<file path="src/rtl/peres_pkg.sv">
// peres_pkg: Peres gate primitives and parameter checks for the reversible adder pipeline
package peres_pkg;

  function automatic logic [2:0] peres(input logic a, input logic b, input logic c);
    return {a, a ^ b, (a & b) ^ c};
  endfunction

  function automatic logic [1:0] peres_fa(input logic a, input logic b, input logic c);
    logic [1:0] g1, g2;
    g1 = 2'(peres(a, b, 1'b0));
    g2 = 2'(peres(g1[1], c, g1[0]));
    return g2;
  endfunction

  function automatic bit seg_ok(input int width, input int seg);
    return seg > 0 && width >= seg && width % seg == 0;
  endfunction

endpackage

</file>
<file path="src/rtl/peres_seg_add.sv">
// peres_seg_add: SEG-bit combinational ripple of two-Peres-gate full adders
module peres_seg_add
  import peres_pkg::*;
#(
  parameter int SEG = 4
) (
  input  logic [SEG-1:0] a,
  input  logic [SEG-1:0] b,
  input  logic           cin,
  output logic [SEG-1:0] sum,
  output logic           cout
);
  logic [SEG:0] c;
  always_comb begin
    c[0] = cin;
    for (int i = 0; i < SEG; i++) {sum[i], c[i+1]} = peres_fa(a[i], b[i], c[i]);
  end
  assign cout = c[SEG];
endmodule

</file>
<file path="src/rtl/peres_adder_pipe.sv">
// peres_adder_pipe: pipelined Peres-gate adder/subtractor, SEG bits per stage,
// carry registered between stages, independent valid/ready stall per stage
module peres_adder_pipe
  import peres_pkg::*;
#(
  parameter int WIDTH = 16,
  parameter int SEG   = 4
) (
  input  logic             clk,
  input  logic             rst,
  input  logic             in_valid,
  output logic             in_ready,
  input  logic [WIDTH-1:0] in_a,
  input  logic [WIDTH-1:0] in_b,
  input  logic             in_cin,
  input  logic             in_sub,
  output logic             out_valid,
  input  logic             out_ready,
  output logic [WIDTH-1:0] out_sum,
  output logic             out_cout,
  output logic             out_ovf
);
  localparam int NSTG = WIDTH / SEG;

  if (!seg_ok(WIDTH, SEG)) begin : g_bad
    $error("peres_adder_pipe: WIDTH must be a nonzero multiple of SEG");
  end

  logic [NSTG-1:0] vld_d, vld_q, vsrc, rdy, ld;

  always_comb begin : p_rdy
    logic r;
    r = out_ready;
    for (int i = NSTG - 1; i >= 0; i--) begin
      r = !vld_q[i] || r;
      rdy[i] = r;
    end
  end

  always_comb begin
    vsrc = NSTG'({vld_q, in_valid});
    for (int i = 0; i < NSTG; i++) begin
      ld[i] = rdy[i] && vsrc[i];
      vld_d[i] = rdy[i] ? vsrc[i] : vld_q[i];
    end
  end

  always_ff @(posedge clk) vld_q <= rst ? '0 : vld_d;

  assign in_ready  = rdy[0];
  assign out_valid = vld_q[NSTG-1];

  for (genvar k = 0; k < NSTG; k++) begin : g_stg
    localparam int LO = k * SEG;
    localparam int HI = LO + SEG;
    logic [WIDTH-1:LO] a_src, b_src;
    logic [HI-1:0]     sum_d, sum_q;
    logic [SEG-1:0]    seg_sum;
    logic              c_src, cy_d, cy_q;

    peres_seg_add #(.SEG(SEG)) u_add (
      .a   (a_src[HI-1:LO]),
      .b   (b_src[HI-1:LO]),
      .cin (c_src),
      .sum (seg_sum),
      .cout(cy_d)
    );

    // Stage 0 applies subtract-mode inversion; later stages consume the previous stage's leftovers
    if (k == 0) begin : g_src
      always_comb begin
        a_src = in_a;
        b_src = in_b ^ {WIDTH{in_sub}};
        c_src = in_cin ^ in_sub;
        sum_d = seg_sum;
      end
    end else begin : g_src
      always_comb begin
        a_src = g_stg[k-1].g_ops.a_q;
        b_src = g_stg[k-1].g_ops.b_q;
        c_src = g_stg[k-1].cy_q;
        sum_d = {seg_sum, g_stg[k-1].sum_q};
      end
    end

    always_ff @(posedge clk) begin
      if (rst) begin
        sum_q <= '0;
        cy_q  <= 1'b0;
      end else if (ld[k]) begin
        sum_q <= sum_d;
        cy_q  <= cy_d;
      end
    end

    if (k < NSTG - 1) begin : g_ops
      logic [WIDTH-1:HI] a_d, b_d, a_q, b_q;
      always_comb begin
        a_d = a_src[WIDTH-1:HI];
        b_d = b_src[WIDTH-1:HI];
      end
      always_ff @(posedge clk) begin
        if (rst) begin
          a_q <= '0;
          b_q <= '0;
        end else if (ld[k]) begin
          a_q <= a_d;
          b_q <= b_d;
        end
      end
    end else begin : g_last
      logic cmsb_d, cmsb_q;
      // sum bit = a ^ b ^ carry-in, so the carry into the MSB falls out of the MSB's sum
      always_comb cmsb_d = seg_sum[SEG-1] ^ a_src[WIDTH-1] ^ b_src[WIDTH-1];
      always_ff @(posedge clk) begin
        if (rst) cmsb_q <= 1'b0;
        else if (ld[k]) cmsb_q <= cmsb_d;
      end
      assign out_sum  = sum_q;
      assign out_cout = cy_q;
      assign out_ovf  = cy_q ^ cmsb_q;
    end
  end

endmodule

</file>
<file path="config.mk">
export PLATFORM = sky130hd
export DESIGN_NAME = peres_adder_pipe
export DESIGN_NICKNAME = d
export VERILOG_FILES = /design/src/rtl/peres_pkg.sv /design/src/rtl/peres_seg_add.sv /design/src/rtl/peres_adder_pipe.sv
export SDC_FILE = /design/constraint.sdc
export NUM_CORES = 1
export LEC_CHECK = 0
export ABC_AREA = 1
export CAP_MARGIN = 30
export CORE_UTILIZATION = 32
export CTS_CLUSTER_DIAMETER = 200
export DETAILED_ROUTE_END_ITERATION = 16
export DONT_BUFFER_PORTS = 1
export PLACE_DENSITY_LB_ADDON = 0.2
export SYNTH_ARGS = -nofsm -noshare
export SYNTH_HDL_FRONTEND = slang
export SYNTH_SLANG_ARGS = --single-unit
</file>
<file path="constraint.sdc">
create_clock -name clk -period 5.42 [get_ports clk]
set_input_delay 0.542 -clock clk [delete_from_list [all_inputs] [get_ports clk]]
set_output_delay 0.542 -clock clk [all_outputs]
set_load 0.01 [all_outputs]
</file>
==> reports/results.txt, run 1 <==
Pin count of the biggest net entering global routing: 72
Clock Skews: 0.00503 ns
H-tree Lvls: 3
Post-synth top cells: 156 x nor2_1, 97 x dfxtp_1, 57 x o21ai_0
CTS tree: done
Routed length on met3: 381 um
Clk root buf: clkbuf_16
# clock sinks: 97
Post-CTS Setup Inserts: 0
Fin Setup TNS: 0 ns
Number of slew-limit violations in the final report: 0
Drc violations: 0
Yosys reg bits: 97
CTS buffer count: 9
Hold-critical path depth: 1
Worst reg-to-reg path cell count: 10
Reg clk slew, reported paths: 0.07 ns
Fmax: 0.390 GHz
Least-Margin Pin Slew: 0.750 ns
Routed Wire Length: 8040 um
Die Y: 116 um
Post-route ant nets: 0
CTS Hold Buffers Added: 0
Synth top area cells: dfxtp_1 47%, nor2_1 14%, fa_1 7.8%, o21ai_0 6.9%, a21oi_1 4.1%
Register area: 1940 um^2
Global-route wire length before repair: 13,500 um
ANT cells: 0
Crit end category: flip-flop
Count of standard-cell rows: 41
Count leader, synth: nor2_1
Nets: 558
Async S/R FF share, synth: 0%
Dpl hpwl: 5470 um
Seq/Total Area, Yosys: 47.0%
WHS Endpoint: vld_q[2]
Layout cells sized above 1: 5.11%
Area Growth Syn to Fin: 9.28%
Core area: 12,600 um^2
Antenna violations before repair: 0
Post-synth EDFFs: 0
Hold WC Path Type: in2reg
GR Overflow Total: 0
Tcrit/Tclk final: 47.3%
Cell area after synthesis: 4130 um^2
Avg Cell Area, Syn: 7.83 um^2
Unrepaired setup endpoints after global routing: no
Minimum period implied by the final worst setup slack: 2.57 ns
# setup viols final: 0
Hold WS: 0.266 ns
Slew Limit Headroom: 50.0%
Post-synth top area cell: dfxtp_1
HP Start: rst
Syn Inst Count: 527
PnR Total Power: 0.00160 W
Reg2reg setup slack: 2.85 ns
Fin. Hold Viols: 0
Fillers: 1,371
Multi-input logic area: 1890 um^2
Longest Clk Path Bufs: 2
Vias per cell: 4.42
Port buffer count: 0
Kind of critical path: reg2reg
Peak VDD IR: 0.000161 V
Worst skew pair latency: 0.34 ns
DRT met1 WL: 4270 um
Power per Cell Area: 354 nW/um^2
Uppermost routed layer: met4
Vias: 3,007
Total GRT Usage: 12.9%
DIE WIDTH: 116 um
Leak pwr: 1.90 nW
Critical path arrival: 2.80 ns
Max Cap Viol: 0
Post-synth top area share: 47.0%
Io pins: 58
Netlist cell types: 22
Crit-path max FO: 2
Routed wire per std cell: 11.8 um
Startpoint Class: flip-flop
Status: finished clean
Synth Net Count: 581
Met2 WL post-DR: 3280 um
Vias in the first global route: 2,871
Synth warn: 0
Drt first pass iters: 4
Worst r2r src: g_stg[2].g_ops.a_q[12]
R2r endpoint: g_stg[3].g_last.cmsb_q
Initial Util: 32.7%
Post_cts resized: 0
Worst EP required: 5.65 ns
Synth Flop Type: dfxtp_1
GPL Wtd Cong: 0.764
Iteration-0 DRC Markers: 132
Die area: 13,400 um^2
-- cell type report --
type	count	area share [%]
clock buffers	10	5.08
clock inverters	6	2.02
inverters	34	2.83
multi-input cells	360	41.9
flip-flops and latches	97	43.1
well taps	172	4.77
repair buffers	2	0.333
-- layout by cell type (no fill, tap or decap), drive strengths merged --
cell / netlist / layout
buf: 21 / 2
fa: 16 / 16
nand2: 40 / 40
nand4: 1 / 1
nand3: 32 / 32
clkbuf: 15 / 10
o21ai: 60 / 60
bufinv: 0 / 2
inv: 34 / 35
a21oi: 34 / 34
nor2: 158 / 158
xor2: 3 / 3
dfxtp: 97 / 97
clkinvlp: 0 / 3
xnor2: 16 / 16
-- per-stage QoR --
stage / instances / utilization [%] / instance area (um^2) / worst slack [ns]
final: 681 / 35.7 / 4510 / 2.85
after global routing: 681 / 35.7 / 4510 / 2.70
after CTS: 681 / 35.7 / 4510 / 2.83
after detailed placement: 665 / 33.2 / 4190 / 2.72
after global placement: 665 / 33.2 / 4190 / 2.75
after floorplan: 527 / - / 4130 / 2.46
-- where the power goes --
group	total (W)	internal, W	leakage [nW]	switching (W)
logic	0.000139	0.0000603	0.959	0.0000783
registers	0.000785	0.000756	0.798	0.0000287
clock network	0.000675	0.000406	0.145	0.000269
-- logic make-up (layout without fill, tap and decap cells) --
group           count (synthesis)  after routing  synth area share [%]
simple gates                  231            231                  22.6
compound gates                 94             94                  11.4
buf+inv                        70             52                  7.15
xor+xnor                       19             19                  4.03
flops                          97             97                  47.0
fa+ha+maj                      16             16                  7.76
-- critical path: stages, from the launching register on --
cell and delay [ns]:
dfxtp_1 0.33, fa_1 0.44, fa_1 0.39, fa_1 0.36
inv_1 0.08, fa_1 0.43, xor2_1 0.17, nand2_1 0.06
nand2_1 0.04, nor2_1 0.11, nor2_1 0.04
-- layer usage --
layer	up-vias	track usage, %
met5	-	0
met4	0	4.16
met3	9	3.50
met2	61	19.6
met1	1324	17.6
li1	1613	-
-- registers in the layout (all words and copies together) (netlist names) --
register / count
g_stg.sum_q: 24
g_stg.g_last.cmsb_q: 1
g_stg.g_ops.b_q: 24
vld_q: 4
g_stg.cy_q: 3
out_cout: 1
out_sum: 16
g_stg.g_ops.a_q: 24
-- how the worst max path moves through the flow --
stage                           start                      to  slack, ns  depth (start not counted)
6_report       g_stg[2].g_ops.a_q[12]  g_stg[3].g_last.cmsb_q       2.85                         10
5_1_grt        g_stg[2].g_ops.a_q[12]  g_stg[3].g_last.cmsb_q       2.70                         10
4_1_cts        g_stg[2].g_ops.a_q[12]  g_stg[3].g_last.cmsb_q       2.83                         10
3_5_place_dp                   in_sub       g_stg[0].sum_q[3]       2.72                         10
3_3_place_gp                   in_sub       g_stg[0].sum_q[3]       2.75                         10
2_1_floorplan                  in_sub       g_stg[0].sum_q[3]       2.46                         12
(Power assumes the default switching activity.)
==> run 2: changes to the inputs <==
clock period = 2.2 ns   (was 5.42 ns; I/O delays follow)
==> run 2 against run 1 <==
  * The flow now finishes with violations (setup timing)
  * Clock power increased by 130%
  * First-iteration DRC count increased by 13%
  * Combinational power increased to 2.6 times the previous value
  * Sequential share of layout area decreased by 0.76 points
  * Highest routed layer unchanged
==> reports/results.txt, run 2 (same netlist as run 1, synthesis figures left out) <==
Status: finished, violations left
Failing checks: setup timing
# clock sinks: 97 (unchanged)
Post-route ant nets: 0 (unchanged)
Drc violations: 0 (unchanged)
Clock Skews: 0.00449 ns (-0.000536 ns)
Crit-path max FO: 2 (unchanged)
Drt first pass iters: 4 (unchanged)
Pint: 0.00295 W (+140%)
# setup viols final: 1 (+1)
Reg clk slew, reported paths: 0.07 ns (about the same)
Fin. Hold Viols: 0 (unchanged)
H-tree Lvls: 3 (unchanged)
PnR worst setup slack: -0.185 ns (-3.04 ns)
Tcrit/Tclk final: 108% (+61 points)
Regs by FF count: g_stg.g_ops.a_q (24), g_stg.g_ops.b_q (24), g_stg.sum_q (24)
Clock power frac: 40.7% (-1.5 points)
Unrepaired setup endpoints after global routing: yes
Least-Margin Pin Slew: 0.691 ns (-0.0591 ns)
Fin Setup TNS: -0.185 ns (-0.185 ns)
Longest Clk Path Bufs: 2 (unchanged)
Pin count of the biggest net entering global routing: 61 (-15%)
Routed Wire Length: 8070 um (+0.30%)
Slew Limit Headroom: 53.9% (+3.9 points)
Vias in the first global route: 2,795 (-2.6%)
Sw Ratio: 23.8% (+0.31 points)
Final instance area: 4600 um^2 (+2.0%)
Logic pwr share: 9.2% (+0.5 points)
Global-route wire length before repair: 13,600 um (+0.61%)
Fmax: 0.419 GHz (+7.6%)
Worst EP required: 2.43 ns (-3.22 ns)
Core area: 12,600 um^2 (unchanged)
Antenna violations before repair: 0 (unchanged)
Area Growth Syn to Fin: 11.5%
ANT cells: 0 (unchanged)
Vias: 3,003 (-0.13%)
Iteration-0 DRC Markers: 149 (+13%)
Max Cap Viol: 0 (unchanged)
Hold WC Path Type: in2reg
GPL Wtd Cong: 0.688 (-10%)
Kind of critical path: reg2reg
Clk root buf: clkbuf_16
Io pins: 58 (unchanged)
Startpoint Class: flip-flop
CTS buffer count: 9 (unchanged)
Leak pwr: 1.93 nW (+1.2%)
Crit end category: flip-flop
Minimum period implied by the final worst setup slack: 2.39 ns (-0.180 ns)
Port buffer count: 0 (unchanged)
Power per Cell Area: 841 nW/um^2 (+140%)
CTS tree: done
Dpl hpwl: 5510 um (+0.75%)
Most common cell after layout, fill and taps aside: nor2_1
Number of slew-limit violations in the final report: 0 (unchanged)
Routed wire per std cell: 11.8 um (-0.43%)
Post-CTS Setup Inserts: 0 (unchanged)
Die area: 13,400 um^2 (unchanged)
Nets: 563 (+0.90%)
Worst skew pair latency: 0.33 ns (about the same)
Layout cells sized above 1: 9.34% (+4.2 points)
Count of standard-cell rows: 41 (unchanged)
Die Y: 116 um (unchanged)
Vias per cell: 4.38 (-0.86%)
Placement Cell Area: 4270 um^2 (+1.8%)
DIE WIDTH: 116 um (unchanged)
Initial Util: 32.7% (unchanged)
Sw power: 0.000922 W (+150%)
Flop pwr share: 50.1% (+1.0 points)
Most frequent cells in the layout: 156 x nor2_1, 94 x dfxtp_1, 57 x o21ai_0
Total GRT Usage: 12.9% (+0.064 points)
Peak VDD IR: 0.000349 V (+120%)
Critical path arrival: 2.62 ns (-0.18 ns)
GR Overflow Total: 0 (unchanged)
## run 2: critical path, cell delays in order (launching register included)
cell	delay (ns)
dfxtp_2	0.33
fa_2	0.38
fa_2	0.35
fa_2	0.35
inv_2	0.06
fa_1	0.42
xor2_1	0.17
nand2_1	0.06
nand2_1	0.04
nor2_1	0.09
nor2_1	0.04
## run 2: area by class of cell
| cell class | instances | area, um^2 |
|---|---|---|
| inverters | 34 | 128 |
| clock buffers | 11 | 243 |
| flip-flops and latches | 97 | 1950 |
| well taps | 172 | 215 |
| multi-input cells | 360 | 1930 |
| fillers | 1380 | 8020 |
| repair buffers | 7 | 80.1 |
| clock inverters | 5 | 63.8 |
## run 2: power by group through the flow
stage | clock (W) | sequential [W] | combinational (W)
finish | 0.00157 | 0.00194 | 0.000357
global placement | 0 | 0.00197 | 0.000354
CTS | 0.00163 | 0.00194 | 0.000365
floorplan | 0 | 0.00196 | 0.000315
global route | 0.00170 | 0.00195 | 0.000426
detailed placement | 0 | 0.00198 | 0.000360
## run 2: path summary, 6_finish.rpt
check / from / end / slack, ns / depth (start not counted)
setup / recovery: g_stg[2].g_ops.a_q[12] / g_stg[3].g_last.cmsb_q / -0.19 / 10
hold / removal: in_valid / vld_q[0] / 0.04 / 2
setup reg to reg: g_stg[2].g_ops.a_q[12] / g_stg[3].g_last.cmsb_q / -0.19 / 10
hold reg to reg: g_stg[0].g_ops.b_q[14] / g_stg[0].g_ops.b_q[14] / 0.48 / 2
## run 2: through the flow
stage	util (%)	total power, W	hold slack, ns	worst slack, ns	instances
finish	36.5	0.00387	0.0393	-0.185	686
global route	36.5	0.00408	0.0305	-0.326	686
CTS	36.5	0.00394	0.0104	-0.203	686
detailed placement	33.8	0.00234	0.293	-0.271	669
global placement	33.8	0.00233	0.291	-0.233	669
floorplan	-	0.00227	0.289	-0.267	527
## run 2: metal layers
layer  track usage (%)  part of all wire, %  vias up
met5                 0                    0        -
met4              5.97                  1.1        0
met3              2.67                  4.1        7
met2              18.5                   40       57
met1              18.6                   55     1306
li1                  -                    -     1633
## run 2: timing repair
action	CTS	global route
pin swaps	2	0
resized for setup	10	2
setup endpoints to repair	4	4
endpoints found under the hold margin	4	0
hold buffers	1	0
